## src/rtl/covariance_pkg.sv

```systemverilog
// covariance_pkg: drain FSM state encodings and default array geometry shared with the control unit
package covariance_pkg;
    typedef enum logic [1:0] {IDLE = 2'd0, STREAM = 2'd1, FINISH = 2'd2} drain_state_t;
    localparam int DEF_N = 2;
    localparam int DEF_DATA_W = 16;
endpackage

```

## src/rtl/drain_index_gen.sv

```systemverilog
// drain_index_gen: row-major result index walker with last detect; DRAIN_SYMMETRIC_EN restricts to col >= row
module drain_index_gen import covariance_pkg::*; #(
    parameter int N = DEF_N
) (
    input  logic       clk,
    input  logic       rst,
    input  logic       load,
    input  logic       adv,
    output logic [1:0] row,
    output logic [1:0] col,
    output logic       last
);
    localparam logic [1:0] MAX = 2'(N - 1);
    logic [1:0] wrap_col;
`ifdef DRAIN_SYMMETRIC_EN
    assign wrap_col = row + 2'd1;
`else
    assign wrap_col = 2'd0;
`endif
    always_ff @(posedge clk) begin
        if (rst || load) begin
            row <= 2'd0;
            col <= 2'd0;
        end else if (adv) begin
            row <= (col == MAX) ? row + 2'd1 : row;
            col <= (col == MAX) ? wrap_col : col + 2'd1;
        end
    end
    assign last = (row == MAX) && (col == MAX);
endmodule

```

## src/rtl/systolic_result_drain.sv

```systemverilog
// systolic_result_drain: snapshots an N x N PE result array and streams it out with valid/ready
// Build option: DRAIN_SYMMETRIC_EN streams only the upper triangle (col >= row).
module systolic_result_drain import covariance_pkg::*; #(
    parameter int N      = DEF_N,
    parameter int DATA_W = DEF_DATA_W
) (
    input  logic                  clk,
    input  logic                  rst,
    input  logic                  array_done,
    input  logic [N*N*DATA_W-1:0] pe_result,
    output logic [DATA_W-1:0]     out_data,
    output logic [1:0]            out_row,
    output logic [1:0]            out_col,
    output logic                  out_valid,
    input  logic                  out_ready,
    output logic                  out_last,
    output logic                  busy,
    output logic                  drain_done,
    output logic                  overrun
);
    drain_state_t state, next;
    logic [N*N*DATA_W-1:0] snap;
    logic capture, accept, last;
    int idx;
    drain_index_gen #(.N(N)) u_idx (
        .clk(clk), .rst(rst), .load(capture), .adv(accept && !last),
        .row(out_row), .col(out_col), .last(last)
    );
    always_ff @(posedge clk) begin
        state   <= rst ? IDLE : next;
        overrun <= rst ? 1'b0 : (overrun || (array_done && state != IDLE));
        if (capture) snap <= pe_result;
    end
    always_comb begin
        capture    = (state == IDLE) && array_done;
        out_valid  = (state == STREAM);
        accept     = out_valid && out_ready;
        drain_done = (state == FINISH);
        busy       = (state != IDLE);
        out_last   = out_valid && last;
        idx        = int'(out_row) * N + int'(out_col);
        out_data   = out_valid ? snap[idx*DATA_W +: DATA_W] : '0;
        next       = state;
        case (state)
            IDLE:    next = array_done ? STREAM : IDLE;
            STREAM:  next = (accept && last) ? FINISH : STREAM;
            default: next = IDLE;
        endcase
    end
endmodule

```

## config.mk

```make
export PLATFORM = sky130hd
export DESIGN_NAME = systolic_result_drain
export DESIGN_NICKNAME = d
export VERILOG_FILES = /design/src/rtl/covariance_pkg.sv /design/src/rtl/drain_index_gen.sv /design/src/rtl/systolic_result_drain.sv
export SDC_FILE = /design/constraint.sdc
export NUM_CORES = 1
export LEC_CHECK = 0
export CAP_MARGIN = 20
export CORE_MARGIN = 5
export CORE_UTILIZATION = 25
export CTS_BUF_LIST = sky130_fd_sc_hd__clkbuf_8
export DETAILED_ROUTE_END_ITERATION = 10
export DONT_BUFFER_PORTS = 1
export GPL_TIMING_DRIVEN = 0
export SYNTH_ARGS = -nofsm -noshare
export SYNTH_HDL_FRONTEND = slang
export SYNTH_HIERARCHICAL = 1
export SYNTH_SLANG_ARGS = --single-unit
```

## constraint.sdc

```tcl
create_clock -name clk -period 13.2 [get_ports clk]
set_clock_uncertainty 0.1 [all_clocks]
set_input_delay 1.32 -clock clk [delete_from_list [all_inputs] [get_ports clk]]
set_output_delay 1.32 -clock clk [all_outputs]
set_load 0.05 [all_outputs]
```

==> impl_summary.md, run 1 <==
Clock tree
Clock latency on the worst-skew pair, taken at its later pin, is between 0.3 and 0.4 ns. The post-cts repair resize count is 0. The clock tree from TritonCTS is built. For this design, the CTS-stage hold fixing added 0 buffers.

The TritonCTS buffer count is 9. After clock tree synthesis, the clock-pin slew on the worst setup and hold paths is 0.08 ns. The tree is rooted in a clkbuf_8.

The clock tree synthesis step divided the H-tree into 3 levels. The maximum clock path buffer count is 2. In this run the post-CTS setup repair buffer count came out at 0. The tree built by TritonCTS fans out to between 70 and 80 sinks.

Power
The power share of the combinational group is 0.073. The share of total power in the clock network is 0.390. The switching portion of total power is 0.2312. The internal power consumption is about 380 µW. The share of total power dissipated in sequential elements is 0.537.

VDD sags by at most ~71 µV. The static power due to leakage is between 1 and 1.5 nW. The completed layout was analyzed and its total power is 490.2 µW. Summed over all nets, the switching power comes to 113.3 µW. The power per cell area is approximately 150 nW/µm².

STA
The worst hold slack after final layout is 0.4883 ns. In the finished design, the share of the clock period the worst path needs comes to 0.3340. The headroom to the max-slew limit is 0.3173. For the final routed database, the setup TNS stands at 0 ns. Setup repair after global routing left no endpoint under its margin. The hold violation total from the final report came to 0.

The final-report max-slew violation count was 0. The maximum clock frequency is roughly 230 MHz. Setup violations remaining at the end of the flow were counted as 0. The post-route minimum period is around 4.4 ns. The actual transition at the worst max-transition pin is roughly 1 ns.

Worst hold path
The class of the tightest hold or removal check is register to register. The depth of the worst hold-timing path is 2.

Critical path
The capturing element type of the critical path is an output pin. In this run the worst path has a maximum fanout of 10. At the worst endpoint, the required time is roughly 12 ns. For the worst setup path, the data arrival time is around 3.0 ns. The worst reg2reg path depth is 6. STA classifies the critical path startpoint as a register. The category of the critical setup timing path is register to output pin.

Floorplan
The floorplan step defined a die boundary enclosing 13,560 µm². The starting utilization of the core area is 0.2579. The placement row count is 38. For this design the top-level I/O count stands at a little over 90.

Measured along the y axis, the die boundary spans 116.4 µm. Measured along the x axis, the die boundary spans approximately 120 µm. The region available for standard cell placement spans between 10,000 and 15,000 µm².

Drt
In the routed design, unresolved DRC markers number 0. Before antenna repair, the detailed router went through 3 iterations. In the final routed layout, each cell accounts on average for roughly 19 µm. In this run, the number of DRC markers left after iteration 0 of detailed routing was 65. The routed layout has 1,317 vias. The number of nets still failing antenna checks after routing is 0. The total length of routed wires is 5744 µm. The number of vias per cell after detailed routing is 4.419.

Logic synthesis
The number of standard cells after synthesis is 140. In this run the mean area of a mapped cell was between 20 and 25 µm². For this run, the number of Yosys warnings is 6. The portion of synthesized cell area occupied by the leading cell type is 0.6784. For this run, asynchronously set or reset flops after synthesis account for 0. The synthesized netlist occupies a cell area of 2833 µm². Counting every net in the synthesized netlist gives about 210. Among all flip-flop cells after synthesis, the most frequent one is edfxtp_1.

Of the synthesized area, sequential elements account for 0.7279. The post-synthesis sequential element count is between 70 and 80. Ranked by total cell area, the synthesized netlist is headed by edfxtp_1, mux4_2, mux4_1, dfxtp_1, and2_1. The biggest area consumer among synthesized cells is edfxtp_1.

Yosys mapped the design onto 29 distinct sky130hd cell types. Counting flops with a built-in enable in the synthesized netlist gives 64.

Placed design
After detailed placement, the design holds a cell count of 282. The HPWL after detailed placement is between 4000 and 5000 µm. The routability congestion estimate from global placement is 0.6888. The count of buffers added on input and output ports is 0.

Flow run
The number of max-capacitance violations reported is 0.

Final layout
The library cell used most frequently in the layout, excluding fill and tap cells, is edfxtp_1. The non-filler instance count after layout is between 200 and 300. In the layout the commonest cells are edfxtp_1, and2_1, mux4_2. The area growth from synthesis to layout is 15.68%.

The final net count is 224. Of the cells placed in the final design, the portion with a size suffix greater than 1 is 0.2342. The number of antenna diodes is 0.

Global route
Across every metal layer, demand over resource in global routing totals 0.09025. The total congestion overflow after global routing is 0. Entering global routing, the biggest net connects 34 pins. The number of antenna violations at the first check in global routing is 0. The first global-routing pass estimated 8604 µm of wire. The number of global-route vias before repair came to 1,458.

Status
The run finished with clean final reports.
-- cells by family (layout without fill, tap and decap cells) --
family,count (synthesis),after routing,synth area share
muxes,17,17,0.1405
buffers and inverters,8,26,0.01987
AOI/OAI and AO/OA,3,3,0.007064
xor gates and xnor gates,1,1,0.003092
adders and majority gates,3,3,0.01325
DFF,71,71,0.7279
and+or+nand+nor,37,37,0.08834
-- power by group through the flow --
stage / logic, mW / registers (mW) / clock network (mW)
CTS: 0.0368 / 0.264 / 0.201
global route: 0.0381 / 0.264 / 0.210
floorplan: 0.0292 / 0.268 / 0
detailed placement: 0.0367 / 0.269 / 0
finish: 0.0356 / 0.263 / 0.191
global placement: 0.0340 / 0.270 / 0
-- final cells by class --
| class | count | area, µm² |
|---|---|---|
| plain buffers | 5 | 45.04 |
| clock buffers | 9 | 123.9 |
| clock inverters | 7 | 97.59 |
| fillers | 1069 | 7706 |
| inverters | 3 | 11.26 |
| multi-input cells | 61 | 721.9 |
| flip-flops and latches | 71 | 2062 |
| well taps | 140 | 175.2 |
| repair buffers | 2 | 40.04 |
-- per-layer routing --
layer,global-route usage,vias to the layer above,wire [µm]
li1,-,590,-
met1,0.1001,654,2267
met2,0.1426,59,2863
met3,0.04560,14,487
met4,0.04640,0,125
met5,0,-,0
-- path summary, 6_finish.rpt --
path | from | to | slack [ns]
hold reg to reg | state[0] | state[0] | 0.49
setup reg to reg | u_idx/row[1] | u_idx/row[0] | 10.96
setup / recovery | u_idx/row[0] | out_data[14] | 8.79
hold / removal | state[0] | state[0] | 0.49
-- worst max-delay path: stages, from the launching register on --
cell and delay, ns:
dfxtp_1 0.72, ha_1 0.25, ha_1 0.25, nor4b_4 0.43
clkbuf_1 0.43, and2_1 0.56
-- sequential cells by signal, indices dropped and copies added, names as in the netlist --
name / flops
u_idx/row: 2
state: 2
overrun: 1
u_idx/col: 2
snap: 64
-- through the flow --
step                      area [µm²]    util  worst slack, ns
after detailed placement        3055  0.2782            9.012
after floorplan                 2833       -            8.315
final                           3277  0.2984            8.791
after CTS                       3277  0.2984            8.591
after global routing            3277  0.2984            8.521
after global placement          3008  0.2739            7.159
-- cells in the mapped netlist (2+ instances only) --
master,instances
buf_2,2
ha_1,3
and2_1,17
mux4_1,6
edfxtp_1,64
nor3b_1,2
inv_1,3
nor2b_1,2
dfxtp_1,7
nor3_1,2
mux4_2,10
nor2_1,4
and3_1,2
(Power assumes the default switching activity.)
==> run 2, diff against run 1 <==
==> constraint.sdc (replaced) <==
create_clock -name clk -period 3.7 [get_ports clk]
set_clock_uncertainty 0.1 [all_clocks]
set_input_delay 0.37 -clock clk [delete_from_list [all_inputs] [get_ports clk]]
set_output_delay 0.37 -clock clk [all_outputs]
set_load 0.05 [all_outputs]
==> run 2 against run 1 <==
Effect of this change: final cell count grew 22%; wire length up 6.5%; global-route usage is 0.14 points higher; count of clock-buffer cells in the layout unchanged; hold slack got worse by 0.40 ns; utilization is 5.7 points higher; sequential cell count unchanged; combinational power rose to 5.2 times the previous value; critical path type unchanged; largest cell class unchanged; largest power group unchanged.
==> impl_summary.md, run 2 (synthesis results as in run 1) <==
Worst hold path
The depth of the worst hold-timing path is 2 (unchanged). The class of the tightest hold or removal check is input pin to register (was register to register).

Final layout
The layout cell share with drive strength beyond 1 is 0.1973 (was 0.2342). The area growth from synthesis to layout came to 37.90% (was 15.68%). The register with the most flip-flops is snap (unchanged). The most common library cell in the layout ignoring fill and taps is dlygate4sd3_1 (was edfxtp_1). The number of flip-flops under the largest register name is 64 (unchanged). The end-of-flow core utilization is 0.3557 (was 0.2984). The final net count is 289 (was 224). Most used cells in the layout excluding fill and tap cells: dlygate4sd3_1, edfxtp_1, and2_1 (was edfxtp_1, and2_1, mux4_2).

STA
The count of final setup violators was 0 (unchanged). The final worst slack is 0.4100 ns (was 8.791 ns). Timing would allow up to 304.0 MHz. The final-report max-slew violation count came to 0 (unchanged). The hold violation total from the final report is 0 (unchanged). The actual transition at the worst max-transition pin is 0.9742 ns (was 1.022 ns). The headroom to the max-slew limit is 0.3492 (was 0.3173).

In the finished design, the share of the clock period the worst path needs comes to 0.8892. The post-route minimum period is between 3 and 4 ns. Unrepaired setup endpoints after global routing: no (unchanged). The worst hold slack after final layout is 0.08481 ns (was 0.4883 ns).

Clock tree
The clock latency on the worst-skew pair came to 0.34 ns (was 0.35 ns). The TritonCTS buffer count came to 9 (unchanged). The clock tree from TritonCTS was built (unchanged).

The clock sink total is 71 (unchanged). The root cell of the clock tree was clkbuf_8 (unchanged). The buffers inserted during post-CTS setup optimization is 0 (unchanged). The maximum clock path buffer count was 2 (unchanged). The register clock-pin slew on the reported worst setup and hold paths is 0.08 ns (about the same). The number of H-tree levels is 3 (unchanged).

Floorplan
The horizontal die dimension is 116.4 µm (unchanged). The number of ports placed on the die boundary is 93 (unchanged). The die outline area is 13,560 µm² (unchanged). The placement row count came to 38 (unchanged). The die height is 116.4 µm (unchanged). The area of the core is 10,980 µm² (unchanged). The starting utilization of the core area was 0.2579 (unchanged).

Global route
The pin count of the biggest net entering global routing is 34 (unchanged). The number of antenna violations at the first check in global routing is 1 (was 0). The number of global-route vias before repair is 1,649 (was 1,458). The global-route usage over all layers was 0.09163 (was 0.09025). The total congestion overflow after global routing is 0 (unchanged).

The wire length of the first global-routing pass came to 8866 µm (was 8604 µm).

Critical path
The category of the worst setup path launch point is a register (unchanged). The worst reg2reg path depth is 6 (unchanged). The worst endpoint required time is 3.23 ns (was 11.78 ns).

The critical path arrival is 2.82 ns (was 2.99 ns). The biggest fanout along the worst timing path is 10 (unchanged). The category of the critical setup timing path was register to output pin (unchanged).

The capturing element type of the critical path is an output pin (unchanged).

Drt
The average wire length per cell after detail routing is 16.80 µm (was 19.28 µm). The first-pass iteration count of the detailed router is 4 (was 3). The total via count in the routed design is 1,564 (was 1,317).

The first-iteration detailed-routing DRC count is 55 (was 65). The number of vias per cell after detailed routing is 4.297 (was 4.419). The number of nets still failing antenna checks after routing is 0 (unchanged). The total length of routed wires is 6115 µm (was 5744 µm). The detailed-route DRC error count is 0 (unchanged).

Status
Outcome: finished, final reports clean (unchanged).

Power
The power per cell area is 440.4 nW/µm² (was 149.6 nW/µm²). The static power due to leakage is 1.361 nW (was 1.094 nW). The worst-case vdd ir drop was 237.9 µV (was 70.53 µV).

Placed design
The routability congestion estimate from global placement came to 0.6721 (was 0.6888). The worst slack at placement came to 0.4393 ns (was 9.012 ns). The count of input and output buffers is 0 (unchanged). The HPWL after detailed placement is 4147 µm (was 4214 µm).

Flow run
The number of max-capacitance violations reported is 0 (unchanged).
[run 2: cell types whose count changed in the layout (fill, tap and decap cells not counted), moves of 3 or more]
cell	delta
dlygate4sd3_1	+65
clkinv_2	+3
and2_2	+5
and2_1	-5
[run 2: layout make-up]
type / instances / area (µm²)
well taps: 140 / 175.2
repair buffers: 67 / 690.7
plain buffers: 5 / 46.29
clock buffers: 9 / 123.9
flip-flops and latches: 71 / 2063
multi-input cells: 61 / 728.2
fillers: 1034 / 7077
clock inverters: 7 / 65.06
diodes: 1 / 2.502
inverters: 3 / 11.26
[run 2: path summary, 6_finish.rpt]
check	startpoint	to	slack [ns]
max	u_idx/col[1]	out_data[14]	0.41
min	array_done	overrun	0.08
max reg2reg	u_idx/row[1]	u_idx/row[0]	1.43
min reg2reg	state[0]	state[0]	0.48
[run 2: per-layer routing]
| metal | vias to the layer above | track usage | wire length [µm] |
|---|---|---|---|
| met4 | 0 | 0.04950 | 110 |
| met2 | 59 | 0.1480 | 3161 |
| met1 | 772 | 0.1056 | 2419 |
| met5 | - | 0 | 0 |
| met3 | 10 | 0.03420 | 423 |
| li1 | 723 | - | - |
[run 2: through the flow]
step	instances	TNS (ns)	power, mW	cell area, µm²
3_5_place_dp	282	0	1.088	3055
4_1_cts	346	0	1.737	3725
6_report	364	0	1.720	3906
3_3_place_gp	280	-7.748	1.081	3010
5_1_grt	364	0	1.805	3906
2_1_floorplan	140	0	1.060	2835
[run 2: critical path, cell delays in order, from the launching register on]
cell	delay (ns)
dfxtp_1	0.72
ha_1	0.27
ha_1	0.25
nor4b_4	0.43
clkbuf_2	0.32
and2_1	0.48
[run 2: report_power, final]
group          internal (mW)  total [mW]  switching, mW
Sequential             0.922       0.939         0.0165
Clock                  0.306       0.597          0.291
Combinational         0.0867       0.184         0.0977
Total                   1.32        1.72          0.405
[run 2: repair_timing]
item / 4_1_cts / 5_1_grt
endpoints found under the setup margin: 0 / 10
hold endpoints to repair: 51 / 17
resized for setup: 0 / 8
hold buffers: 48 / 17
==> run 3, diff against run 2 <==
==> constraint.sdc (replaced) <==
create_clock -name clk -period 2.7 [get_ports clk]
set_clock_uncertainty 0.1 [all_clocks]
set_input_delay 0.27 -clock clk [delete_from_list [all_inputs] [get_ports clk]]
set_output_delay 0.27 -clock clk [all_outputs]
set_load 0.05 [all_outputs]
==> run 3 against run 2 <==
Effect of this change: via count is 0.70% higher; critical endpoint is now out_last; combinational power up 47%; first-iteration DRC count grew 25%; highest routed layer unchanged.
==> impl_summary.md, run 3 (synthesis results as in run 1) <==
STA
Of the available clock period, the critical path in the final layout requires 0.9352. The final-report max-slew violation count came to 0 (unchanged). The hold violation total from the final report is 0 (unchanged).

Unrepaired setup endpoints after global routing: no (unchanged). The count of final setup violators was 0 (unchanged). The actual transition at the worst max-transition pin came to 0.9656 ns (was 0.9742 ns). The worst hold slack after final layout is 0.1416 ns (was 0.08481 ns). Based on the critical path, the design can be clocked at up to between 300 and 400 MHz. The final worst slack came to 0.1749 ns (was 0.4100 ns).

The smallest clock period supported by the final layout is computed as around 2.5 ns. The headroom to the max-slew limit came to 0.3549 (was 0.3492).

Critical path
The capture instance of the worst register-to-register path is u_idx/row[0] (unchanged). The worst endpoint required time came to 2.33 ns (was 3.23 ns). The biggest fanout along the worst timing path is 8 (was 10). The worst reg2reg path depth is 6 (unchanged).

The critical path arrival is 2.16 ns (was 2.82 ns). The origin of the critical flop-to-flop path is u_idx/row[1] (unchanged). The category of the critical setup timing path is register to output pin (unchanged). The capturing element type of the critical path is an output pin (unchanged). The setup slack of the worst register-to-register path is 0.64 ns (was 1.43 ns). The category of the worst setup path launch point is a register (unchanged).

Worst hold path
The worst hold endpoint is u_idx/row[0] (was overrun). The class of the tightest hold or removal check was input pin to register (unchanged). The depth of the worst hold-timing path is 2 (unchanged).

The startpoint of the lowest-slack hold path is rst (was array_done).

Placed design
The HPWL after detailed placement is 4047 µm (was 4147 µm). The count of input and output buffers is 0 (unchanged). The routability congestion estimate from global placement is 0.7022 (was 0.6721). The worst slack at placement is -0.4247 ns (was 0.4393 ns).

Power
The static power due to leakage is 1.412 nW (was 1.361 nW). The power per cell area was 619.6 nW/µm² (was 440.4 nW/µm²). The worst-case vdd ir drop is 426.2 µV (was 237.9 µV).

Drt
The number of nets still failing antenna checks after routing is 0 (unchanged). The number of vias per cell after detailed routing was 4.292 (was 4.297). The detailed-routed wire length on met2 is 3179 µm (was 3161 µm). The detailed-route DRC error count is 0 (unchanged). The highest layer used for signal routing was met4 (unchanged). The total length of routed wires is 6200 µm (was 6115 µm). The detailed-routed wire length on met3 is 499 µm (was 423 µm).

The average wire length per cell after detail routing is 16.89 µm (was 16.80 µm). The first-iteration detailed-routing DRC count is 69 (was 55). The first-pass iteration count of the detailed router is 3 (was 4). The total via count in the routed design is 1,575 (was 1,564). The routed metal-1 wirelength was 2328 µm (was 2419 µm).

Floorplan
The starting utilization of the core area was 0.2579 (unchanged). The horizontal die dimension is 116.4 µm (unchanged). The area of the core is 10,980 µm² (unchanged). The placement row count is 38 (unchanged).

The die height is 116.4 µm (unchanged). The die outline area came to 13,560 µm² (unchanged). The number of ports placed on the die boundary came to 93 (unchanged).

Global route
The pin count of the biggest net entering global routing came to 34 (unchanged). The wire length of the first global-routing pass is 9246 µm (was 8866 µm). The total congestion overflow after global routing came to 0 (unchanged). The number of antenna violations at the first check in global routing is 0 (was 1). The number of global-route vias before repair came to 1,775 (was 1,649). The global-route usage over all layers was 0.09751 (was 0.09163).

Clock tree
The register clock-pin slew on the reported worst setup and hold paths came to 0.08 ns (about the same). The clock tree from TritonCTS is built (unchanged). The root cell of the clock tree is clkbuf_8 (unchanged). The clock sink total is 71 (unchanged).

The maximum clock path buffer count is 2 (unchanged). The clock latency on the worst-skew pair is 0.35 ns (was 0.34 ns). The number of H-tree levels is 3 (unchanged). The TritonCTS buffer count was 9 (unchanged).

Final layout
The number of flip-flops under the largest register name is 64 (unchanged). The area growth from synthesis to layout is 41.61% (was 37.90%). The register with the most flip-flops is snap (unchanged). The number of antenna diodes came to 0 (was 1). The layout cell share with drive strength beyond 1 is 0.2599 (was 0.1973).

The final net count is 293 (was 289). Most used cells in the layout excluding fill and tap cells: dlygate4sd3_1, edfxtp_1, mux4_2, and2_4, clkbuf_8 (was dlygate4sd3_1, edfxtp_1, and2_1). The most common library cell in the layout ignoring fill and taps is dlygate4sd3_1 (unchanged).

Status
Outcome: finished, final reports clean (unchanged).

Flow run
The number of max-capacitance violations reported is 0 (unchanged).
==> run 3: cell types whose count changed in the layout (fill, tap and decap cells not counted), moves of 2 or more <==
cell	change
and2_1	-11
and2_4	+10
buf_4	+3
dfxtp_1	-3
dlygate4sd3_1	+3
clkinv_2	-2
dfxtp_4	+2
==> run 3: final cells by class <==
type / instances / area (µm²)
Timing Repair Buffer: 71 / 728.2
Buffer: 5 / 51.30
Inverter: 3 / 11.26
Clock inverter: 7 / 95.09
Clock buffer: 9 / 123.9
Tap cell: 140 / 175.2
Fill cell: 1012 / 6972
Sequential cell: 71 / 2072
Multi-Input combinational cell: 61 / 754.5
==> run 3: worst max path at each step <==
stage,startpoint,end,depth (start not counted)
final,state[0],out_last,2
after global placement,u_idx/row[0],out_data[12],5
after detailed placement,u_idx/row[0],out_data[12],5
after global routing,u_idx/row[0],out_data[12],5
after CTS,u_idx/row[0],out_data[12],5
after floorplan,state[1],u_idx/row[0],4
==> run 3: stage by stage <==
stage               std cells  utilization  instance area [µm²]  setup TNS (ns)  total power, mW
global route              367       0.3652                 4011               0            2.605
floorplan                 140            -                 2840               0            1.452
CTS                       367       0.3652                 4011               0            2.537
global placement          280       0.2746                 3015          -9.539            1.480
detailed placement        282       0.2782                 3055          -3.878            1.492
finish                    367       0.3652                 4011               0            2.485
==> run 3: where the power goes <==
| group | switching, mW | internal (mW) |
|---|---|---|
| sequential | 0.0228 | 1.26 |
| combinational | 0.138 | 0.132 |
| clock | 0.409 | 0.521 |
==> run 3: what timing repair did <==
action / in CTS / in global routing
gates resized for setup: 35 / 1
hold endpoints to repair: 70 / 0
endpoints found under the setup margin: 16 / 1
hold buffers: 68 / 0
pin swaps: 1 / 0
cloned: 0 / 0
buffers inserted: 1 / 0
==> run 3: critical path, cell delays in order (launching register included) <==
cell	delay [ns]
dfxtp_1	0.44
nor2b_1	0.80
and2_1	0.55
==> run 3: per-layer routing <==
layer | vias up | GRT usage
met5 | - | 0
met4 | 0 | 0.05336
met3 | 13 | 0.04767
met2 | 63 | 0.1655
met1 | 770 | 0.09792
li1 | 729 | -
